<file path="config.mk">
export PLATFORM = sky130hd
export DESIGN_NAME = wb_port_arbiter
export DESIGN_NICKNAME = d
export VERILOG_FILES = /design/src/rtl/wb_port_arbiter.sv
export SDC_FILE = /design/constraint.sdc
export NUM_CORES = 1
export LEC_CHECK = 0
export BUFFER_PORTS_ARGS = -buffer_cell sky130_fd_sc_hd__clkbuf_2
export CELL_PAD_IN_SITES_DETAIL_PLACEMENT = 1
export CELL_PAD_IN_SITES_GLOBAL_PLACEMENT = 1
export CORE_MARGIN = 3
export CORE_UTILIZATION = 38
export CTS_CLUSTER_DIAMETER = 150
export DETAILED_ROUTE_END_ITERATION = 16
export PLACE_DENSITY = 0.87
export SLEW_MARGIN = 30
export SYNTH_ARGS = -nofsm -noshare
export SYNTH_HDL_FRONTEND = slang
export SYNTH_SLANG_ARGS = --single-unit
</file>
<file path="constraint.sdc">
create_clock -name i_clk -period 4.55 [get_ports i_clk]
set_input_delay 1.365 -clock i_clk [delete_from_list [all_inputs] [get_ports i_clk]]
set_output_delay 1.365 -clock i_clk [all_outputs]
set_load 0.02 [all_outputs]
</file>
<file path="src/rtl/wb_port_arbiter.sv">
// Register-file write-port arbiter: pipeline writeback has priority, MDU results
// queue in a small in-order FIFO and drain in idle slots, with a starvation stall request.
module wb_port_arbiter #(
    parameter int unsigned DEPTH        = 2,
    parameter int unsigned STARVE_LIMIT = 4
) (
    input  logic                     i_clk,
    input  logic                     i_rst,
    input  logic                     i_wb_we_w,
    input  logic [4:0]               i_wb_rd_w,
    input  logic [31:0]              i_wb_data_w,
    input  logic                     i_mdu_valid,
    input  logic [4:0]               i_mdu_rd,
    input  logic [31:0]              i_mdu_data,
    output logic                     o_mdu_ready,
    output logic                     o_rf_we,
    output logic [4:0]               o_rf_rd,
    output logic [31:0]              o_rf_data,
    output logic                     o_stall_req,
    output logic [31:0]              o_pending_mask,
    output logic [$clog2(DEPTH):0]   o_fifo_count
);

    localparam int unsigned PW = $clog2(DEPTH);
    localparam int unsigned CW = PW + 1;
    localparam logic [CW-1:0] FULL  = CW'(DEPTH);
    localparam logic [3:0]    LIMIT = 4'(STARVE_LIMIT);

    logic [4:0]    q_rd   [DEPTH];
    logic [31:0]   q_data [DEPTH];
    logic [PW-1:0] rd_ptr;
    logic [PW-1:0] wr_ptr;
    logic [CW-1:0] count;
    logic [CW-1:0] count_next;
    logic [3:0]    starve;
    logic [3:0]    starve_next;
    logic          stall;
    logic          live;
    logic          ready;
    logic          push;
    logic          pop;

    assign live  = i_wb_we_w && (i_wb_rd_w != 5'd0);
    // Ready comes from the registered count only, so a full FIFO never pops through.
    assign ready = !i_rst && (count < FULL);
    assign push  = i_mdu_valid && ready && (i_mdu_rd != 5'd0);

    assign o_mdu_ready  = ready;
    assign o_stall_req  = stall;
    assign o_fifo_count = count;

    always_comb begin
        o_rf_we   = 1'b0;
        o_rf_rd   = '0;
        o_rf_data = '0;
        pop       = 1'b0;
        if (!i_rst) begin
            if (live) begin
                o_rf_we   = 1'b1;
                o_rf_rd   = i_wb_rd_w;
                o_rf_data = i_wb_data_w;
            end else if (count != '0) begin
                o_rf_we   = 1'b1;
                o_rf_rd   = q_rd[rd_ptr];
                o_rf_data = q_data[rd_ptr];
                pop       = 1'b1;
            end
        end
    end

    always_comb begin
        count_next = count;
        case ({push, pop})
            2'b10:   count_next = count + 1'b1;
            2'b01:   count_next = count - 1'b1;
            default: count_next = count;
        endcase
    end

    // A non-empty FIFO that is not popping means the pipeline holds the port.
    always_comb begin
        starve_next = starve;
        if (pop || (count == '0)) begin
            starve_next = '0;
        end else if (live && (starve != LIMIT)) begin
            starve_next = starve + 1'b1;
        end
    end

    always_comb begin
        logic [PW-1:0] off;
        o_pending_mask = '0;
        off            = '0;
        if (!i_rst) begin
            for (int unsigned i = 0; i < DEPTH; i++) begin
                off = PW'(i) - rd_ptr;
                if (CW'(off) < count) begin
                    o_pending_mask = o_pending_mask | (32'd1 << q_rd[i]);
                end
            end
            if (i_mdu_valid) begin
                o_pending_mask = o_pending_mask | (32'd1 << i_mdu_rd);
            end
            o_pending_mask[0] = 1'b0;
        end
    end

    always_ff @(posedge i_clk) begin
        if (i_rst) begin
            rd_ptr <= '0;
            wr_ptr <= '0;
            count  <= '0;
            starve <= '0;
            stall  <= 1'b0;
        end else begin
            if (push) begin
                wr_ptr <= wr_ptr + 1'b1;
            end
            if (pop) begin
                rd_ptr <= rd_ptr + 1'b1;
            end
            count  <= count_next;
            starve <= starve_next;
            // One-cycle pulse; a saturated counter (ignored stall) re-pulses every other cycle.
            stall  <= (starve_next == LIMIT) && !stall;
        end
    end

    always_ff @(posedge i_clk) begin
        if (push) begin
            q_rd[wr_ptr]   <= i_mdu_rd;
            q_data[wr_ptr] <= i_mdu_data;
        end
    end

endmodule

</file>
==> results.yml, run 1 <==
layout:
  fin_cells: 706
  final_util: 0.508
  syn_to_final_growth_pct: 27.0
  drive_gt1_frac: 0.362
  num-fill-cells: 1287
  antenna_cells: 0
  nets: 643
synth:
  synthMuxAreaShare: 0.0874
  synth_top_family_by_area: "compound AO/OA/AOI/OAI gates"
  yosysWarnings: 0
  synth_flop_cell: "edfxtp_1"
  synth_simple_gate_area_frac: 0.157
  synth_fa_ha_area_frac: 0.00840
  syn_nets: 503
  yosysSeqAreaShare: 0.542
  synth_cell_type_count: 38
  netlist_instances: 422
  synth_compound_area_frac: 0.158
  synth_seq_cells: 84
  synth_area_per_cell_um2: 10.6
  async_flop_share: 0
  synth_enable_flop_cells: 74
  synth_xor_area_frac: 0.00980
  netlist_area_um2: 4470
timing:
  setup_violations: 0
  drv_slew: 0
  clock.fmax_mhz: 227
  clock_skew_ps: 7.43
  hold_violations: 0
  min_period_ps: 4410
  rsz0062_at_grt: "false"
  fin_crit_sh: 0.969
  slew_headroom: 0.354
  worst_pin_slew_ps: 962
floorplan:
  fp.dieH_um: 114
  dieArea_um2: 13100
  num_rows: 38
  core_area_um2: 11200
  ioPinCount: 152
  die_w_um: 114
  start_util: 0.400
critical_path:
  rr_worst_depth: 4
  critPathMaxFanout: 24
  end_kind: "primary output"
  critical_path_required_ps: 3180
  critPathLaunchType: "primary input"
  reg2reg_slack_ps: 2280
  criticalPathCategory: "in2out"
  worst-endpoint-arrival_ps: 3040
clock_tree:
  cts_tree: "done"
  cts_hold_buf: 0
  h-tree-depth: 3
  ctsLongestPathBuffers: 2
  cts-buffers-inserted: 9
  root_buffer: "clkbuf_16"
  worstSkewPairLatency_ps: 330
  cts.sinks: 84
  cts.clk_slew.worst_paths_ps: 60
global_routing:
  grt_pass1_vias: 4168
  grt_pass1_wl_mm: 21.0
  grt_use_total: 0.204
  grt_max_degree: 43
  grt-ovfl-total: 0
  antenna_found_initial: 0
placed_design:
  place_congestion: 0.923
  io_buffers: 150
  place_inst: 691
  hpwl_mm: 9.90
pwr:
  fin_total_pwr_mw: 2.00
  ir_drop_mv: 0.206
  p_leak_nw: 2.16
  powerDensity_nw_per_um2: 353
drt:
  wl_per_cell_um: 18.6
  drt-total-wl_mm: 13.2
  first_pass_iters: 4
  antenna_left: 0
  route.detailed.drc: 0
  drt_iter0_markers: 313
  num_vias: 3863
  viasPerCell: 5.47
run_status:
  status: "completed"
min_path:
  worstHoldPathCells: 2
  hold_class: "reg2reg"
flow_run:
  maxCapViolations: 0
[worst max-delay path, stage by stage]
cell and delay, ps:
clkbuf_2 90, or3_4 400, o21ai_4 200, o21ai_2 110, or2_4 290, buf_12 180, o21ai_0 200, clkbuf_2 200
[synth_stat cells, types with 5 or more instances]
cell type | n | share of area
o21ai_2 | 20 | 0.039
nor3b_1 | 6 | 0.010
nor3_1 | 10 | 0.011
a22oi_1 | 29 | 0.049
nor2_1 | 29 | 0.024
mux2i_1 | 39 | 0.087
a21oi_1 | 33 | 0.037
dfxtp_1 | 10 | 0.045
inv_1 | 5 | 0.0042
clkbuf_1 | 20 | 0.017
edfxtp_1 | 74 | 0.50
nand2_1 | 74 | 0.062
o21ai_0 | 20 | 0.022
[flip-flops by register name, indices dropped and copies added (netlist names), named ones only]
signal,flops
q_data,64
rd_ptr,1
o_stall_req,1
starve,4
o_fifo_count,2
q_rd,10
wr_ptr,1
[metal layers]
layer	vias to the layer above	GRT usage	share of wire
met1	1874	0.243	0.40
met2	149	0.363	0.52
li1	1820	-	-
met4	0	0.0728	0.017
met3	20	0.0433	0.066
met5	-	0	0
[power by group]
group	leakage (nW)	internal (mW)	switching (mW)	total, mW
Sequential	0.760	0.879	0.0441	0.923
Clock	0.150	0.476	0.271	0.747
Combinational	1.25	0.128	0.205	0.333
Total	2.16	1.48	0.520	2.00
[metrics by stage]
| stage | setup TNS, ps | area, um^2 | worst slack [ps] | hold slack, ps |
|---|---|---|---|---|
| 5_1_grt | 0 | 5670 | 70.3 | 611 |
| 4_1_cts | 0 | 5660 | 40.4 | 597 |
| 6_report | 0 | 5670 | 141 | 598 |
| 3_3_place_gp | 0 | 5350 | 92.3 | 541 |
| 3_5_place_dp | -10.1 | 5350 | -10.1 | 581 |
| 2_1_floorplan | 0 | 4470 | 249 | 502 |
[layout by cell type (no fill, tap or decap), drive strengths merged, types with 3 or more instances in the layout]
cell type and count:
nor3 10, inv 5, ha 3, and3b 4, nand3 3, buf 10
nand2 74, a22oi 29, clkbuf 159, nor2 29, nor2b 3, clkinv 3
o21ai 41, dfxtp 10, edfxtp 74, nand2b 4, a21oi 33, xnor2 4
mux2i 39, nor3b 10, and3 4
[path summary, 6_finish.rpt]
check / from / to
max: i_wb_rd_w[4] / o_rf_data[0]
min: starve[3] / starve[3]
max reg2reg: o_fifo_count[1] / q_data[1][29]
min reg2reg: starve[3] / starve[3]
[final cells by class]
class | instances | area (um^2) | area share
clock buffer | 10 | 229 | 0.0404
clock inverter | 5 | 77.6 | 0.0137
inverter | 5 | 18.8 | 0.00331
multi-input combinational | 303 | 1910 | 0.337
sequential | 84 | 2420 | 0.427
tap | 140 | 175 | 0.0309
timing repair buffer | 159 | 836 | 0.147
[cells by family (layout without fill, tap and decap cells)]
logic type,after synthesis,count (layout)
mux,39,39
simple gates,148,148
compound gates,107,107
fa+ha+maj,3,3
other cells,1,1
flops,84,84
xor+xnor,5,5
buf+inv,35,179
[timing repair]
item	CTS	global route
gates cloned	0	0
gates resized for setup	2	4
buffers inserted	0	0
setup endpoints to repair	1	12
Power figures use the tool's default switching activity.
==> run 2: changes to the inputs <==
REMOVE_ABC_BUFFERS = 1   (was default)
==> run 2 against run 1 <==
Compared with the run above: combinational power grew 5%; sequential share of layout area down 0.21 points; clock-buffer cell count up 2.
==> results.yml, run 2 (same netlist as run 1, synthesis figures left out) <==
layout:
  regMostFlops: "q_data"
  top_regs: "q_data (64), q_rd (10), starve (4)"
  fin_area_um2: 5700
  final_cell_mix: "clkbuf_2 (149), nand2_1 (74), edfxtp_1 (74)"
  largest_reg_flops: 64
  num-fill-cells: 1270
  antenna_cells: 0
  nets: 644
  drive_gt1_frac: 0.361
  syn_to_final_growth_pct: 27.6
  layout_commonest_cell: "clkbuf_2"
pwr:
  pwr-share-comb: 0.169
  power.switching_mw: 0.527
  ir_drop_mv: 0.246
  clkPwrFrac: 0.393
  internal_power_mw: 1.54
  swShare: 0.255
  powerDensity_nw_per_um2: 363
  seq_power_share: 0.438
  p_leak_nw: 2.17
floorplan:
  ioPinCount: 152
  fp.dieH_um: 114
  num_rows: 38
  core_area_um2: 11200
  dieArea_um2: 13100
  die_w_um: 114
  start_util: 0.400
drt:
  antenna_left: 0
  drt_iter0_markers: 210
  drt-total-wl_mm: 13.6
  route.detailed.drc: 0
  viasPerCell: 5.52
  wl_per_cell_um: 19.2
  first_pass_iters: 4
  num_vias: 3909
placed_design:
  pre_cts_slack_ps: -19.6
  post_dp_cell_area_um2: 5360
  place_congestion: 0.827
  hpwl_mm: 10.1
  io_buffers: 150
clock_tree:
  worstSkewPairLatency_ps: 340
  cts-buffers-inserted: 9
  cts.clk_slew.worst_paths_ps: 60
  cts_setup_buffers: 0
  cts.sinks: 84
  cts_tree: "done"
  root_buffer: "clkbuf_16"
  ctsLongestPathBuffers: 2
  h-tree-depth: 3
timing:
  clock.fmax_mhz: 227
  fin_hold_ws_ps: 568
  min_period_ps: 4400
  slew_headroom: 0.315
  worst_pin_slew_ps: 1020
  worst_slack_ps: 146
  rsz0062_at_grt: "false"
  clock_skew_ps: 5.04
  hold_violations: 0
  drv_slew: 0
  setup_violations: 0
  fin_crit_sh: 0.968
global_routing:
  grt-ovfl-total: 0
  grt_max_degree: 43
  grt_use_total: 0.212
  grt_pass1_vias: 4155
  grt_pass1_wl_mm: 21.6
  antenna_found_initial: 0
run_status:
  status: "completed"
critical_path:
  critPathMaxFanout: 13
  critical_path_required_ps: 3180
  end_kind: "primary output"
  rr_worst_depth: 4
  critPathLaunchType: "primary input"
  criticalPathCategory: "in2out"
  worst-endpoint-arrival_ps: 3040
min_path:
  hold_class: "reg2reg"
  worstHoldPathCells: 2
flow_run:
  maxCapViolations: 0
-- run 2: power by group through the flow --
stage / clock network, mW / registers (mW) / logic [mW]
3_3_place_gp: 0 / 0.920 / 0.334
6_report: 0.814 / 0.907 / 0.350
2_1_floorplan: 0 / 0.934 / 0.192
4_1_cts: 0.828 / 0.907 / 0.352
5_1_grt: 0.863 / 0.911 / 0.380
3_5_place_dp: 0 / 0.923 / 0.349
-- run 2: timing repair --
item / in CTS / in global routing
resized for setup: 2 / 1
hold buffers: 0 / 0
endpoints found under the hold margin: 0 / 0
setup endpoints to repair: 10 / 13
pin swaps: 0 / 0
-- run 2: worst max-delay path, stage by stage --
cell,delay (ps)
clkbuf_2,90
or3_4,410
o21ai_4,190
o21ai_2,90
or2_4,290
buf_4,200
o21ai_0,190
clkbuf_2,200
-- run 2: stage by stage --
stage	total power, mW	util	instances	setup TNS (ps)
4_1_cts	2.09	0.510	708	0
2_1_floorplan	1.13	-	392	-3060
3_5_place_dp	1.27	0.479	692	-36.3
3_3_place_gp	1.25	0.479	692	0
5_1_grt	2.15	0.510	708	0
6_report	2.07	0.510	708	0
-- run 2: final cells by class --
class,count,area [um^2],area share
sequential,84,2420,0.425
multi-input combinational,303,1910,0.335
timing repair buffer,160,841,0.147
clock buffer,12,236,0.0415
tap,140,175,0.0307
clock inverter,4,97.6,0.0171
inverter,5,18.8,0.00329
-- run 2: path summary, 6_finish.rpt --
kind | startpoint | to | slack (ps)
hold reg to reg | starve[3] | starve[3] | 570
hold / removal | starve[3] | starve[3] | 570
setup reg to reg | o_fifo_count[1] | q_data[1][10] | 2430
setup / recovery | i_wb_rd_w[4] | o_rf_data[7] | 150
-- run 2: layer usage --
layer  part of all wire  track usage  vias to the layer above  routed length, um
met5                  0            0                        -                  0
met4              0.028       0.0934                        0                386
met3              0.051       0.0370                       31                697
met2               0.53        0.385                      134               7140
met1               0.39        0.243                     1917               5350
li1                   -            -                     1827                  -
